[config.mk]
export PLATFORM = sky130hd
export DESIGN_NAME = alu_seq_flat
export DESIGN_NICKNAME = d
export VERILOG_FILES = /design/src/rtl/alu_seq_if.sv /design/src/rtl/alu_seq.sv /design/src/flat_wrapper.sv
export SDC_FILE = /design/constraint.sdc
export NUM_CORES = 1
export LEC_CHECK = 0
export ABC_AREA = 1
export BUFFER_PORTS_ARGS = -buffer_cell sky130_fd_sc_hd__buf_4
export CAP_MARGIN = 10
export CORE_MARGIN = 2
export CORE_UTILIZATION = 40
export CTS_BUF_LIST = sky130_fd_sc_hd__clkbuf_16
export CTS_CLUSTER_SIZE = 8
export DETAILED_ROUTE_END_ITERATION = 12
export MAX_ROUTING_LAYER = met4
export SLEW_MARGIN = 20
export SYNTH_ARGS = -nofsm -noshare
export SYNTH_HDL_FRONTEND = slang
export SYNTH_SLANG_ARGS = --single-unit
[constraint.sdc]
create_clock -name clk -period 1.2 [get_ports clk]
set_input_delay 0.24 -clock clk [delete_from_list [all_inputs] [get_ports clk]]
set_output_delay 0.24 -clock clk [all_outputs]
set_load 0.02 [all_outputs]
[src/rtl/alu_seq_if.sv]
// Handshake bundle between the register-file read stage and alu_seq.
// The master side drives operands/op and consumes results; the slave side is the ALU.
interface alu_seq_if #(
  parameter int WIDTH = 16
);
  logic             in_valid;
  logic             in_ready;
  logic [2:0]       op;
  logic [WIDTH-1:0] ain;
  logic [WIDTH-1:0] bin;
  logic             out_valid;
  logic             out_ready;
  logic [WIDTH-1:0] out;
  logic [2:0]       status;

  modport master (
    output in_valid, op, ain, bin, out_ready,
    input  in_ready, out_valid, out, status
  );

  modport slave (
    input  in_valid, op, ain, bin, out_ready,
    output in_ready, out_valid, out, status
  );
endinterface

[src/rtl/alu_seq.sv]
// Handshaked, registered ALU with {N,V,Z} status and an optional shift-add multiplier.
// Optional feature macro: ALU_SEQ_MUL_EN. When defined, op 111 runs a WIDTH-cycle
// shift-add multiply through the BUSY state; when undefined, op 111 completes in one
// cycle with out=0 and status left unchanged.
module alu_seq #(
  parameter int WIDTH = 16
) (
  input  logic      clk,
  input  logic      rst_n,
  alu_seq_if.slave  bus
);

  localparam int MSB = WIDTH - 1;

  localparam logic [2:0] OP_ADD = 3'b000;
  localparam logic [2:0] OP_SUB = 3'b001;
  localparam logic [2:0] OP_AND = 3'b010;
  localparam logic [2:0] OP_NOT = 3'b011;
  localparam logic [2:0] OP_OR  = 3'b100;
  localparam logic [2:0] OP_XOR = 3'b101;
  localparam logic [2:0] OP_CMP = 3'b110;

`ifdef ALU_SEQ_MUL_EN
  localparam logic [2:0] OP_MUL = 3'b111;
  localparam int         CW     = $clog2(WIDTH);
  localparam logic [CW-1:0] CNT_LAST = CW'(WIDTH - 1);

  typedef enum logic [1:0] {IDLE, BUSY, DONE} state_e;
`else
  typedef enum logic [1:0] {IDLE, DONE} state_e;
`endif

  state_e           state_q;
  logic [WIDTH-1:0] out_q;
  logic [2:0]       status_q;
  logic             outValid_q;

  logic [WIDTH-1:0] result_d;
  logic [2:0]       status_d;
  logic             inReady;
  logic             accept;

`ifdef ALU_SEQ_MUL_EN
  logic [2*WIDTH-1:0] mcand_q;
  logic [WIDTH-1:0]   mplier_q;
  logic [2*WIDTH-1:0] acc_q;
  logic [CW-1:0]      cnt_q;
  logic [2*WIDTH-1:0] mulAcc_d;
`endif

  // A new op can enter when idle, or when the held result is being taken this cycle.
  assign inReady = (state_q == IDLE) | ((state_q == DONE) & bus.out_ready);
  assign accept  = bus.in_valid & inReady;

  assign bus.in_ready  = inReady;
  assign bus.out_valid = outValid_q;
  assign bus.out       = out_q;
  assign bus.status    = status_q;

  // Single-cycle result and flag update for the presented operands; logic ops keep old flags.
  always_comb begin
    result_d = '0;
    status_d = status_q;
    case (bus.op)
      OP_ADD: begin
        result_d = bus.ain + bus.bin;
        status_d = {result_d[MSB],
                    (bus.ain[MSB] == bus.bin[MSB]) & (result_d[MSB] != bus.ain[MSB]),
                    result_d == '0};
      end
      OP_SUB, OP_CMP: begin
        result_d = bus.ain - bus.bin;
        status_d = {result_d[MSB],
                    (bus.ain[MSB] != bus.bin[MSB]) & (result_d[MSB] != bus.ain[MSB]),
                    result_d == '0};
      end
      OP_AND: result_d = bus.ain & bus.bin;
      OP_NOT: result_d = ~bus.bin;
      OP_OR:  result_d = bus.ain | bus.bin;
      OP_XOR: result_d = bus.ain ^ bus.bin;
      default: begin
        result_d = '0;
        status_d = status_q;
      end
    endcase
  end

`ifdef ALU_SEQ_MUL_EN
  // Accumulator value after this BUSY iteration: add the shifted multiplicand when the multiplier LSB is set.
  always_comb begin
    mulAcc_d = acc_q;
    if (mplier_q[0]) begin
      mulAcc_d = acc_q + mcand_q;
    end
  end
`endif

  // Control FSM with registered result, status and out_valid.
  always_ff @(posedge clk or negedge rst_n) begin
    if (!rst_n) begin
      state_q    <= IDLE;
      out_q      <= '0;
      status_q   <= 3'b000;
      outValid_q <= 1'b0;
`ifdef ALU_SEQ_MUL_EN
      mcand_q    <= '0;
      mplier_q   <= '0;
      acc_q      <= '0;
      cnt_q      <= '0;
`endif
    end else begin
      case (state_q)
        IDLE, DONE: begin
          if (accept) begin
`ifdef ALU_SEQ_MUL_EN
            if (bus.op == OP_MUL) begin
              state_q    <= BUSY;
              outValid_q <= 1'b0;
              mcand_q    <= {{WIDTH{1'b0}}, bus.ain};
              mplier_q   <= bus.bin;
              acc_q      <= '0;
              cnt_q      <= '0;
            end else
`endif
            begin
              state_q    <= DONE;
              outValid_q <= 1'b1;
              out_q      <= result_d;
              status_q   <= status_d;
            end
          end else if ((state_q == DONE) && bus.out_ready) begin
            state_q    <= IDLE;
            outValid_q <= 1'b0;
          end
        end
`ifdef ALU_SEQ_MUL_EN
        BUSY: begin
          if (cnt_q == CNT_LAST) begin
            state_q    <= DONE;
            outValid_q <= 1'b1;
            acc_q      <= mulAcc_d;
            out_q      <= mulAcc_d[MSB:0];
            status_q   <= {mulAcc_d[MSB],
                           |mulAcc_d[2*WIDTH-1:WIDTH],
                           mulAcc_d[MSB:0] == '0};
          end else begin
            acc_q    <= mulAcc_d;
            mcand_q  <= mcand_q << 1;
            mplier_q <= mplier_q >> 1;
            cnt_q    <= cnt_q + 1'b1;
          end
        end
`endif
        default: begin
          state_q    <= IDLE;
          outValid_q <= 1'b0;
        end
      endcase
    end
  end

endmodule

[src/flat_wrapper.sv]
// flat-port wrapper written by rule: the top's interface ports become plain ports
module alu_seq_flat 
#(
  parameter int WIDTH = 16
)
  (clk, rst_n, bus_in_valid, bus_op, bus_ain, bus_bin, bus_out_ready, bus_in_ready, bus_out_valid, bus_out, bus_status);
  alu_seq_if #(.WIDTH(WIDTH)) bus_i ();
  input  logic clk;
  input  logic rst_n;
  input wire logic [$bits(bus_i.in_valid)-1:0] bus_in_valid;
  input wire logic [$bits(bus_i.op)-1:0] bus_op;
  input wire logic [$bits(bus_i.ain)-1:0] bus_ain;
  input wire logic [$bits(bus_i.bin)-1:0] bus_bin;
  input wire logic [$bits(bus_i.out_ready)-1:0] bus_out_ready;
  output wire logic [$bits(bus_i.in_ready)-1:0] bus_in_ready;
  output wire logic [$bits(bus_i.out_valid)-1:0] bus_out_valid;
  output wire logic [$bits(bus_i.out)-1:0] bus_out;
  output wire logic [$bits(bus_i.status)-1:0] bus_status;
  assign bus_i.in_valid = bus_in_valid;
  assign bus_i.op = bus_op;
  assign bus_i.ain = bus_ain;
  assign bus_i.bin = bus_bin;
  assign bus_i.out_ready = bus_out_ready;
  assign bus_in_ready = bus_i.in_ready;
  assign bus_out_valid = bus_i.out_valid;
  assign bus_out = bus_i.out;
  assign bus_status = bus_i.status;
  alu_seq #(.WIDTH(WIDTH)) u_core (.clk(clk), .rst_n(rst_n), .bus(bus_i));
endmodule
==> impl_results.md, run 1 <==
* Number of clock sinks at 20
* Final slew viol count at 0
* Post-synth top area share at 23.3%
* Post-synth EDFFs at 0
* Cell Area, Synth at 3630 um2
* CP Data Required Time at 1390 ps
* Crit path time final at 1770 ps
* Failing checks: setup timing
* Die Height at 99.2 um
* Crit-path max cell delay at 380 ps
* Prevailing post-synth register cell: dfrtp_1
* Cts bufs inserted at 3
* Die area at between 9000 and 10000 um2
* Slew @ Worst Pin at roughly 400 ps
* Layout cells sized above 1 at ~55%
* Max-cap violations at 0
* Initial antenna violation count at 0
* Hold WS at 256 ps
* Slack of the critical path at -567 ps
* Total gr overflow at 0
* Max-slew headroom at ~73%
* Synth Area per Inst at 5.98 um2
* Crit-path slowest cell: fa_2
* Fin area at 6440 um2
* Area contributors post-synth: nand2_1 23%, ha_1 18%, dfrtp_1 14%, inv_1 8.3%, nand3_1 7.0%
* Layout overhead on the synthesized area at 77.4%
* Total global-route track usage at 29.5%
* Delay-heaviest family, CP: simple AND/OR/NAND/NOR gates
* First-pass DRT Iterations at 4
* Gp weighted congestion at 0.992
* CP most frequent cell: nand2_2
* First-pass GRT wire length at 22700 um
* Antenna viol nets, final at 0
* Post-synthesis cell count at 607
* Critical path depth at 16
* Worst hold path class: input pin to register
* Final Hold Viols at 0
* Worst Setup End Kind: register
* Vias in the first global route at approximately 4700
* Placed cell area at roughly 5400 um2
* WL/cell at 15.6 um
* Residual DRC at 0
* CTS tree: yes
* N_diodes at 0
* Leakage power at 3.38 nW
* Clk buf depth at 2
* Register area share after synthesis at 13.8%
* Clock Skews at approximately 4 ps
* Clock root cell: clkbuf_16
* IO Port Bufs at 59
* Register bit total from synthesis at 20
* Drt total wl at 14300 um
* DIE WIDTH at 99.2 um
* Hold Path Cell Cnt at 4
* Initial Util at between 40% and 50%
* Worst-Skew Late Latency at 250 ps
* Critical Path Fanout Max at 4
* DRT iter0 DRCs at 292
* CP Class: input pin to register
* Async S/R FF share, synth at 100%
* Post-DP HPWL at 11400 um
* CTS H-tree lvls at 1
* Period utilization at 147%
* Netlist cell types at 35
* Core box area at between 8000 and 9000 um2
* Leading area contributor after synthesis: nand2_1
* Max IR drop VDD at 0.456 mV
* Setup violators final at 18
* Worst path buffer plus inverter count at 4
* Critical Path Source Type: input pin
* Filler Cells Inserted at between 700 and 800
* Vias per Instance at 5.15
* Final #Nets at 901
* Via count at 4721
* Top-count cell post-synth: nand2_1
* Commonest cells in the netlist: 225 x nand2_1, 80 x inv_1, 51 x ha_1, 51 x nand3_1, 45 x nor2_1
* CP Data Arrival Time at 1960 ps
* IO Count at 60
* Largest net degree at the start of global routing at 21
* Worst-path cell chain: buf_12 -> inv_12 -> ha_4 -> fa_2 -> inv_2 -> nand2_2 -> nand2_4 -> nand3_2 -> nand2_4 -> nand2_2 -> nand3_2 -> nand2_2 -> buf_4 -> o221ai_2 -> nand2_1 -> nand2_1
* Clk slew on worst S/H paths at 50 ps
* FF-to-FF path depth at 9
* YS warnings at 0
* # rows at 34
* Status: complete, but fails checks
* Mapped Nets at 699
* FMAX at 566 MHz
* RSZ-0062 raised after global routing: true
* P per Cell Area at 767 nW/um2
-- tightest hold or removal path: stages --
cell	delay, ps
buf_4	70
inv_1	50
nand2_4	70
nand2_1	50
-- routing by layer --
metal / global-route usage (%) / routed length [um] / vias to the layer above
met5: - / 0 / -
met1: 38.1 / 6320 / 2159
met2: 49.0 / 6730 / 171
met4: 7.27 / 316 / 0
li1: - / - / 2363
met3: 3.65 / 915 / 28
-- layout make-up --
cell class | instances | area, um2 | area share [%]
multi-input combinational | 477 | 3540 | 55.0
sequential | 20 | 502 | 7.80
tap | 108 | 135 | 2.10
clock inverter | 1 | 3.75 | 0.0583
inverter | 94 | 440 | 6.84
clock buffer | 3 | 75.1 | 1.17
timing repair buffer | 213 | 1740 | 27.1
-- placed cells by master, fill, tap and decap left out, drive strengths merged --
cell         synthesis  layout
xor2                 2       2
nor3                 2       2
clkbuf               3       3
nand3b               2       2
a221oi              12      12
dfrtp               20      20
nor2                47      47
nand2              232     232
fa                   2       2
xnor2                1       1
o211ai               2       2
inv                 94      94
o21ai               16      16
o22ai               18      18
o21bai               1       1
o221ai               5       5
ha                  51      51
a21oi               23      23
buf                 13     212
a22oi                1       1
o21a                 1       1
dlygate4sd3          0       1
o31ai                2       2
nand4                5       5
nand3               52      52
clkinv               0       1
-- final timing paths --
| check | from | end | slack, ps |
|---|---|---|---|
| min in group asynchronous | rst_n | u_core.bus.out[9] | 400 |
| worst min-delay path | bus_out_ready | u_core.state_q[0] | 260 |
| worst min register to register | u_core.bus.out[1] | u_core.bus.out[1] | 470 |
| max in group asynchronous | rst_n | u_core.state_q[0] | 580 |
| worst max register to register | u_core.state_q[0] | u_core.bus.status[1] | 30 |
| worst max-delay path | bus_ain[0] | u_core.bus.out[10] | -570 |
-- cell families after synthesis --
logic type,after synthesis,share of synthesized area [%]
flip-flops,20,13.8
AND/OR/NAND/NOR,340,38.7
AO/OA/AOI/OAI,81,15.1
XOR/XNOR,3,0.724
adder cells (fa/ha/maj),53,18.7
buffers and inverters,110,13.0
-- timing repair --
action | in CTS | in global routing
buffers inserted | 17 | 7
hold endpoints to repair | 20 | 0
resized for setup | 141 | 71
endpoints found under the setup margin | 19 | 19
pin swaps | 77 | 34
hold buffers | 1 | 0
-- state kept, by name, indices dropped and copies added, names as in the netlist --
| register | count |
|---|---|
| u_core.bus.out | 16 |
| u_core.state_q | 1 |
| u_core.bus.status | 3 |
-- per-stage QoR --
stage / TNS, ps / std cells / setup slack [ps] / power [mW] / utilization, %
final: -6320 / 916 / -567 / 4.94 / 73.4
after global routing: -7960 / 916 / -721 / 5.25 / 73.4
after global placement: -12400 / 889 / -852 / 3.61 / 62.1
after detailed placement: -12730 / 889 / -878 / 3.64 / 62.1
after CTS: -5840 / 911 / -519 / 4.68 / 70.0
after floorplan: -6100 / 607 / -520 / 2.40 / -
-- power by group --
group	internal (mW)	total, mW	switching (mW)
Clock	0.443	0.675	0.231
Sequential	0.806	0.879	0.0728
Combinational	1.53	3.38	1.85
Total	2.78	4.94	2.16
Power figures use the tool's default switching activity.
==> inputs of run 2 (changes only) <==
--- a/config.mk
+++ b/config.mk
@@ -13,7 +13,9 @@
 export CTS_BUF_LIST = sky130_fd_sc_hd__clkbuf_16
 export CTS_CLUSTER_SIZE = 8
 export DETAILED_ROUTE_END_ITERATION = 12
+export HOLD_SLACK_MARGIN = 0.03
 export MAX_ROUTING_LAYER = met4
+export RECOVER_POWER = 100
 export SLEW_MARGIN = 20
 export SYNTH_ARGS = -nofsm -noshare
 export SYNTH_HDL_FRONTEND = slang
==> run 2 against run 1 <==
Against the previous run:
- the flow still finishes with violations (setup timing)
- die area is the same
- global-route usage is the same
- combinational power shrank 3%
==> impl_results.md, run 2 (same netlist as run 1, synthesis figures left out) <==
* Layout overhead on the synthesized area at 75.1%
* Number of clock sinks at 20
* Pre-CTS WS at -878 ps
* Final #Nets at 901
* Hold Path Cell Cnt at 4
* Crit path time final at about 1800 ps
* Filler Cells Inserted at 738
* FF-to-FF path depth at 9
* Leakage power at 3.31 nW
* Vias in the first global route at 4729
* Most frequent cells in the layout: 166 x buf_4, 152 x nand2_1, 65 x nand2_2
* Layout cells sized above 1 at 52.6%
* Worst hold path class: input pin to register
* CP Data Required Time at ~1400 ps
* Status: complete, but fails checks
* # rows at 34
* CP most frequent cell: nand2_2
* Worst-Skew Late Latency at 250 ps
* Vias per Instance at about 5.1
* Worst Setup End Kind: register
* CTS H-tree lvls at 1
* Via count at 4706
* Antenna viol nets, final at 0
* WL/cell at 15.6 um
* Total gr overflow at 0
* Crit-path slowest cell: fa_2
* IO Count at 60
* Initial Util at 41.4%
* Clock root cell: clkbuf_16
* Critical Path Source Type: input pin
* First-pass DRT Iterations at 4
* Worst r2r src: u_core.state_q[0]
* Clk slew on worst S/H paths at approximately 50 ps
* Core box area at around 8800 um2
* DIE WIDTH at between 90 and 100 um
* Post-DP HPWL at 11400 um
* Number of flip-flops in the largest register at 16
* CP Class: input pin to register
* Final slew viol count at 0
* N_diodes at 0
* Gp weighted congestion at between 0.9 and 1
* Failing checks: setup timing
* Worst R2R End: u_core.bus.status[1]
* Cts bufs inserted at 3
* HP Start: bus_out_ready
* First-pass GRT wire length at ~23000 um
* RSZ-0062 raised after global routing: true
* Max IR drop VDD at 0.437 mV
* CP Data Arrival Time at 1950 ps
* FMAX at 567 MHz
* Slack of the critical path at -564 ps
* Die Height at 99.2 um
* CTS tree: yes
* Slew @ Worst Pin at 480 ps
* Hold EP: u_core.state_q[0]
* Period utilization at 147%
* Delay-heaviest family, CP: simple AND/OR/NAND/NOR gates
* Worst-path cell chain: buf_12 -> inv_12 -> ha_4 -> fa_2 -> inv_2 -> nand2_2 -> nand2_4 -> nand3_2 -> nand2_4 -> nand2_2 -> nand3_2 -> nand2_2 -> buf_4 -> o221ai_2 -> nand2_1 -> nand2_1
* Crit-path max cell delay at 380 ps
* Max-slew headroom at approximately two thirds
* Most common cell after layout, fill and taps aside: buf_4
* Initial antenna violation count at 0
* R2R Setup Slk at 30 ps
* Setup TNS at -6310 ps
* Power Total at 4.83 mW
* DRT iter0 DRCs at around 250
* Largest net degree at the start of global routing at 21
* Final Hold Viols at 0
* Clock Skews at 4.38 ps
* Total global-route track usage at 29.5%
* P per Cell Area at 759 nW/um2
* Clk buf depth at 2
* Fin util at 72.5%
* Drt total wl at 14300 um
* Critical Path Fanout Max at 4
* Setup violators final at 18
* Die area at around 9800 um2
* Worst path buffer plus inverter count at 4
* Residual DRC at 0
* Max-cap violations at 0
* IO Port Bufs at 59
## run 2: layer usage
metal	vias to the layer above	share of wire (%)	track usage (%)
li1	2363	-	-
met1	2140	44	38.1
met2	174	47	49.0
met3	29	6.5	3.65
met4	0	2.3	7.27
met5	-	0	-
## run 2: metrics by stage
stage                     hold WS, ps  std cells  instance area (um2)
final                             254        916                 6350
after global placement            124        889                 5440
after CTS                         259        911                 6140
after global routing              276        916                 6350
after detailed placement          127        889                 5440
after floorplan                 -55.6        607                 4000
## run 2: worst max-delay path by stage
stage	startpoint	depth (start not counted)	endpoint
after global routing	bus_ain[0]	17	u_core.bus.status[0]
final	bus_ain[0]	16	u_core.bus.out[10]
after detailed placement	bus_ain[0]	18	u_core.bus.status[0]
after CTS	bus_ain[0]	16	u_core.bus.status[0]
after global placement	bus_ain[0]	18	u_core.bus.status[0]
after floorplan	bus_ain[0]	18	u_core.bus.status[0]
## run 2: power breakdown
| group | switching (mW) | internal (mW) |
|---|---|---|
| Sequential | 0.0701 | 0.806 |
| Combinational | 1.85 | 1.42 |
| Clock | 0.233 | 0.443 |
## run 2: what timing repair did
item,in CTS,in global routing
resized for setup,141,71
pin swaps,77,34
buffers inserted,17,7
hold endpoints to repair,20,0
endpoints found under the setup margin,19,19
hold buffers,1,0
## run 2: area by class of cell
cell class	count	area, um2	share of cell area, %
multi-input combinational	477	3540	55.7
timing repair buffer	213	1660	26.1
sequential	20	502	7.90
inverter	94	440	6.93
tap	108	135	2.13
clock buffer	3	75.1	1.18
clock inverter	1	3.75	0.0591
## run 2: tightest hold or removal path, delay by kind of cell
family | cells | cell delay [ps]
simple gates | 2 | 110
buf+inv | 2 | 120
==> inputs of run 3 (changes only) <==
--- a/config.mk
+++ b/config.mk
@@ -9,13 +9,15 @@
 export BUFFER_PORTS_ARGS = -buffer_cell sky130_fd_sc_hd__buf_4
 export CAP_MARGIN = 10
 export CORE_MARGIN = 2
-export CORE_UTILIZATION = 40
+export CORE_UTILIZATION = 53
 export CTS_BUF_LIST = sky130_fd_sc_hd__clkbuf_16
 export CTS_CLUSTER_SIZE = 8
 export DETAILED_ROUTE_END_ITERATION = 12
 export HOLD_SLACK_MARGIN = 0.03
 export MAX_ROUTING_LAYER = met4
+export PLACE_DENSITY = 0.79
 export RECOVER_POWER = 100
+export SETUP_SLACK_MARGIN = 0.02
 export SLEW_MARGIN = 20
 export SYNTH_ARGS = -nofsm -noshare
 export SYNTH_HDL_FRONTEND = slang
==> run 3 against run 2 <==
Against the previous run:
- the flow now stops in global routing (5_1_grt)
- synthesized cell count did not move
- synthesized area did not move
==> impl_results.md, run 3 <==
* Status: stopped before the end
* Stop stage: global routing (5_1_grt)
* Err: [ERROR GRT-0232] Routing congestion too high. Check the congestion heatmap in the GUI.
* Cts bufs inserted at 3
* Die Height at 86.7 um
* Pre-CTS WS at -843 ps
* CTS H-tree lvls at 1
* Gp weighted congestion at 1.02
* Total gr overflow at 934
* Register area share after synthesis at 13.8%
* Clk buf depth at 2
* Area contributors post-synth: nand2_1 23%, ha_1 18%, dfrtp_1 14%, inv_1 8.3%, nand3_1 7.0%
* Worst endpoint type: register data pin
* Initial Util at 54.0%
* Post-synth top area share at 23.3%
* Clock root cell: clkbuf_16
* Cell Area, Synth at 3630 um2
* Largest net degree at the start of global routing at 21
* Post-synth EDFFs at 0
* Leading area contributor after synthesis: nand2_1
* Async S/R FF share, synth at 100%
* Total global-route track usage at 106%
* Commonest cells in the netlist: 225 x nand2_1, 80 x inv_1, 51 x ha_1, 51 x nand3_1, 45 x nor2_1
* Post-synthesis cell count at 607
* YS warnings at 0
* Worst-path endpoint after global-route repair_timing: u_core.bus.status[0]$_DFFE_PN0P_/D
* Prevailing post-synth register cell: dfrtp_1
* # rows at 30
* IO Port Bufs at 59
* DIE WIDTH at 86.7 um
* Synth Area per Inst at ~6 um2
* Netlist cell types at 35
* Register bit total from synthesis at 20
* Number of clock sinks at 20
* Top-count cell post-synth: nand2_1
* Mapped Nets at about 700
* Post-DP HPWL at 11300 um
* IO Count at 60
[run 3: cell counts after synthesis]
No cell type changed its count.
[run 3: layer usage]
| metal | global-route usage [%] | overflow |
|---|---|---|
| met1 | 87.1 | 5 |
| met3 | 65.6 | 3 |
| met2 | 147 | 685 |
| met4 | 129 | 241 |
| met5 | - | - |
[run 3: kinds of logic after synthesis]
kind of cell	Yosys count	share of synthesized area, %
AOI/OAI and AO/OA	81	15.1
xor gates and xnor gates	3	0.724
adders and majority gates	53	18.7
buffers and inverters	110	13.0
DFF	20	13.8
and+or+nand+nor	340	38.7
[run 3: metrics by stage]
step	cell area, um2	cells	util (%)	TNS, ps
global placement	5370	852	79.9	-11970
floorplan	4000	607	-	-6100
detailed placement	5370	852	79.9	-12840
CTS	6010	871	89.4	-5830
[run 3: timing repair]
action                     in CTS
gates resized for setup       138
setup buffers                  15
setup endpoints to repair      19
hold buffers                    1
hold endpoints to repair       20
pin swaps                     101
==> inputs of run 4 (changes only) <==
--- a/config.mk
+++ b/config.mk
@@ -9,15 +9,10 @@
 export BUFFER_PORTS_ARGS = -buffer_cell sky130_fd_sc_hd__buf_4
 export CAP_MARGIN = 10
 export CORE_MARGIN = 2
-export CORE_UTILIZATION = 53
-export CTS_BUF_LIST = sky130_fd_sc_hd__clkbuf_16
-export CTS_CLUSTER_SIZE = 8
+export CORE_UTILIZATION = 40
 export DETAILED_ROUTE_END_ITERATION = 12
-export HOLD_SLACK_MARGIN = 0.03
-export MAX_ROUTING_LAYER = met4
-export PLACE_DENSITY = 0.79
+export PLACE_DENSITY_LB_ADDON = 0.15
 export RECOVER_POWER = 100
-export SETUP_SLACK_MARGIN = 0.02
 export SLEW_MARGIN = 20
 export SYNTH_ARGS = -nofsm -noshare
 export SYNTH_HDL_FRONTEND = slang
==> constraint.sdc (replaced) <==
create_clock -name clk -period 1.6 [get_ports clk]
set_input_delay 0.32 -clock clk [delete_from_list [all_inputs] [get_ports clk]]
set_output_delay 0.32 -clock clk [all_outputs]
set_load 0.02 [all_outputs]
==> run 4 against run 3 <==
Against the previous run:
- the flow now finishes, with violations (setup timing)
==> impl_results.md, run 4 (same netlist as run 1, synthesis figures left out) <==
* Final Hold Viols at 0
* Worst Setup End Kind: register
* Vias per Instance at 5.11
* Critical Path Fanout Max at 4
* Worst-path cell chain: buf_12 -> inv_12 -> ha_4 -> fa_2 -> inv_2 -> nand2_2 -> nand2_2 -> nand3_2 -> nand2_4 -> nand2_2 -> nand2_2 -> nand2_1 -> nand2_2 -> nand2_1 -> nor2_1 -> nand3_1 -> nand2_1 -> nand2_1 -> nand2_1
* Number of flip-flops in the largest register at 16
* Sw Ratio at 46.0%
* Crit-path slowest cell: fa_2
* Cells after DPL at 888
* Residual DRC at 0
* Final #Nets at 890
* # rows at 34
* Layout cells sized above 1 at 46.7%
* Post-DP HPWL at 11200 um
* Setup TNS at -1240 ps
* Via count at 4616
* IO Count at 60
* Drt total wl at 13900 um
* CP Data Required Time at ~1800 ps
* FMAX at 553 MHz
* Non-Filler Instances at 904
* Vias in the first global route at 4547
* RSZ-0062 raised after global routing: true
* Crit path time final at 1810 ps
* Hold WS at 351 ps
* Slew @ Worst Pin at 698 ps
* Period utilization at 113%
* Switching power of the nets at 1.52 mW
* Internal power at 1.78 mW
* Clk slew on worst S/H paths at approximately 60 ps
* Core box area at ~9000 um2
* DRT iter0 DRCs at 193
* Failing checks: setup timing
* Worst hold path class: input pin to register
* Part of the power in registers at 19.8%
* Largest net degree at the start of global routing at 21
* Layout overhead on the synthesized area at 67.8%
* Leakage power at 3.20 nW
* WL/cell at around 15 um
* Total gr overflow at 0
* First-pass GRT wire length at 22000 um
* Cts bufs inserted at 3
* Gate power share at 70.7%
* Die area at 9850 um2
* CP Class: input pin to register
* Final slew viol count at 0
* Power Total at 3.31 mW
* Antenna viol nets, final at 0
* Initial antenna violation count at 0
* Slack of the critical path at -208 ps
* Max-cap violations at 0
* Worst-Skew Late Latency at 250 ps
* Gp weighted congestion at 0.943
* CP Data Arrival Time at 2000 ps
* Critical Path Source Type: input pin
* Status: complete, but fails checks
* First-pass DRT Iterations at 4
* Number of clock sinks at 20
* DIE WIDTH at a little under 100 um
* Clk buf depth at 2
* CTS H-tree lvls at 1
* Total global-route track usage at 28.0%
* Power share of the clock group at a little under a tenth
* Clock root cell: clkbuf_8
* Clock Skews at 2.20 ps
* CTS tree: yes
* N_diodes at 0
* IO Port Bufs at 59
* Initial Util at ~41%
* Most frequent cells in the layout: 168 x nand2_1, 152 x buf_4, 50 x nand2_2
* Most common cell after layout, fill and taps aside: nand2_1
* Setup violators final at 12
* Max-slew headroom at 53.5%
* Max IR drop VDD at about 0.25 mV
* P per Cell Area at between 500 and 600 nW/um2
* Die Height at 99.2 um
* Crit-path max cell delay at 340 ps
## run 4: power groups by stage
stage / combinational (mW) / clock, mW / sequential [mW]
floorplan: 0.992 / 0 / 0.784
global placement: 2.01 / 0 / 0.662
detailed placement: 2.03 / 0 / 0.665
CTS: 2.23 / 0.322 / 0.656
global route: 2.53 / 0.335 / 0.667
finish: 2.34 / 0.315 / 0.653
## run 4: area by class of cell
| cell class | instances | area (um2) |
|---|---|---|
| multi-input combinational | 477 | 3390 |
| fill | 810 | 2670 |
| timing repair buffer | 202 | 1590 |
| sequential | 20 | 500 |
| inverter | 94 | 438 |
| tap | 108 | 135 |
| clock buffer | 3 | 41.3 |
## run 4: routing by layer
| layer | vias up | routed length, um | GRT usage [%] |
|---|---|---|---|
| li1 | 2346 | - | - |
| met1 | 2103 | 6510 | 39.0 |
| met2 | 142 | 6300 | 45.9 |
| met3 | 25 | 691 | 2.46 |
| met4 | 0 | 411 | 8.64 |
| met5 | - | 0 | 0 |
## run 4: per-stage QoR
stage | instance area [um2] | setup WS, ps | utilization, %
after floorplan | 3930 | -200 | -
after global placement | 5390 | -573 | 61.5
after detailed placement | 5390 | -595 | 61.5
after CTS | 5880 | -194 | 67.1
after global routing | 6090 | -390 | 69.5
final | 6090 | -208 | 69.5
## run 4: what timing repair did
action / CTS / global route
pin swaps: 61 / 61
setup buffers: 11 / 3
hold endpoints to repair: 20 / 0
gates resized for setup: 108 / 74
setup endpoints to repair: 14 / 16
hold buffers: 1 / 0
## run 4: path summary, 6_finish.rpt
path,start,end,slack [ps],cells after the start
worst min-delay path,bus_out_ready,u_core.state_q[0],350,4
worst min register to register,u_core.bus.out[13],u_core.bus.out[13],470,2
max in group asynchronous,rst_n,u_core.bus.out[13],720,2
min in group asynchronous,rst_n,u_core.bus.out[4],550,2
worst max-delay path,bus_ain[0],u_core.bus.status[0],-210,19
worst max register to register,u_core.state_q[0],u_core.bus.out[6],240,5
## run 4: critical path, delay by kind of cell
family | cells | cell delay (ps)
fa+ha+maj | 2 | 490
simple gates | 14 | 1000
buf+inv | 3 | 190
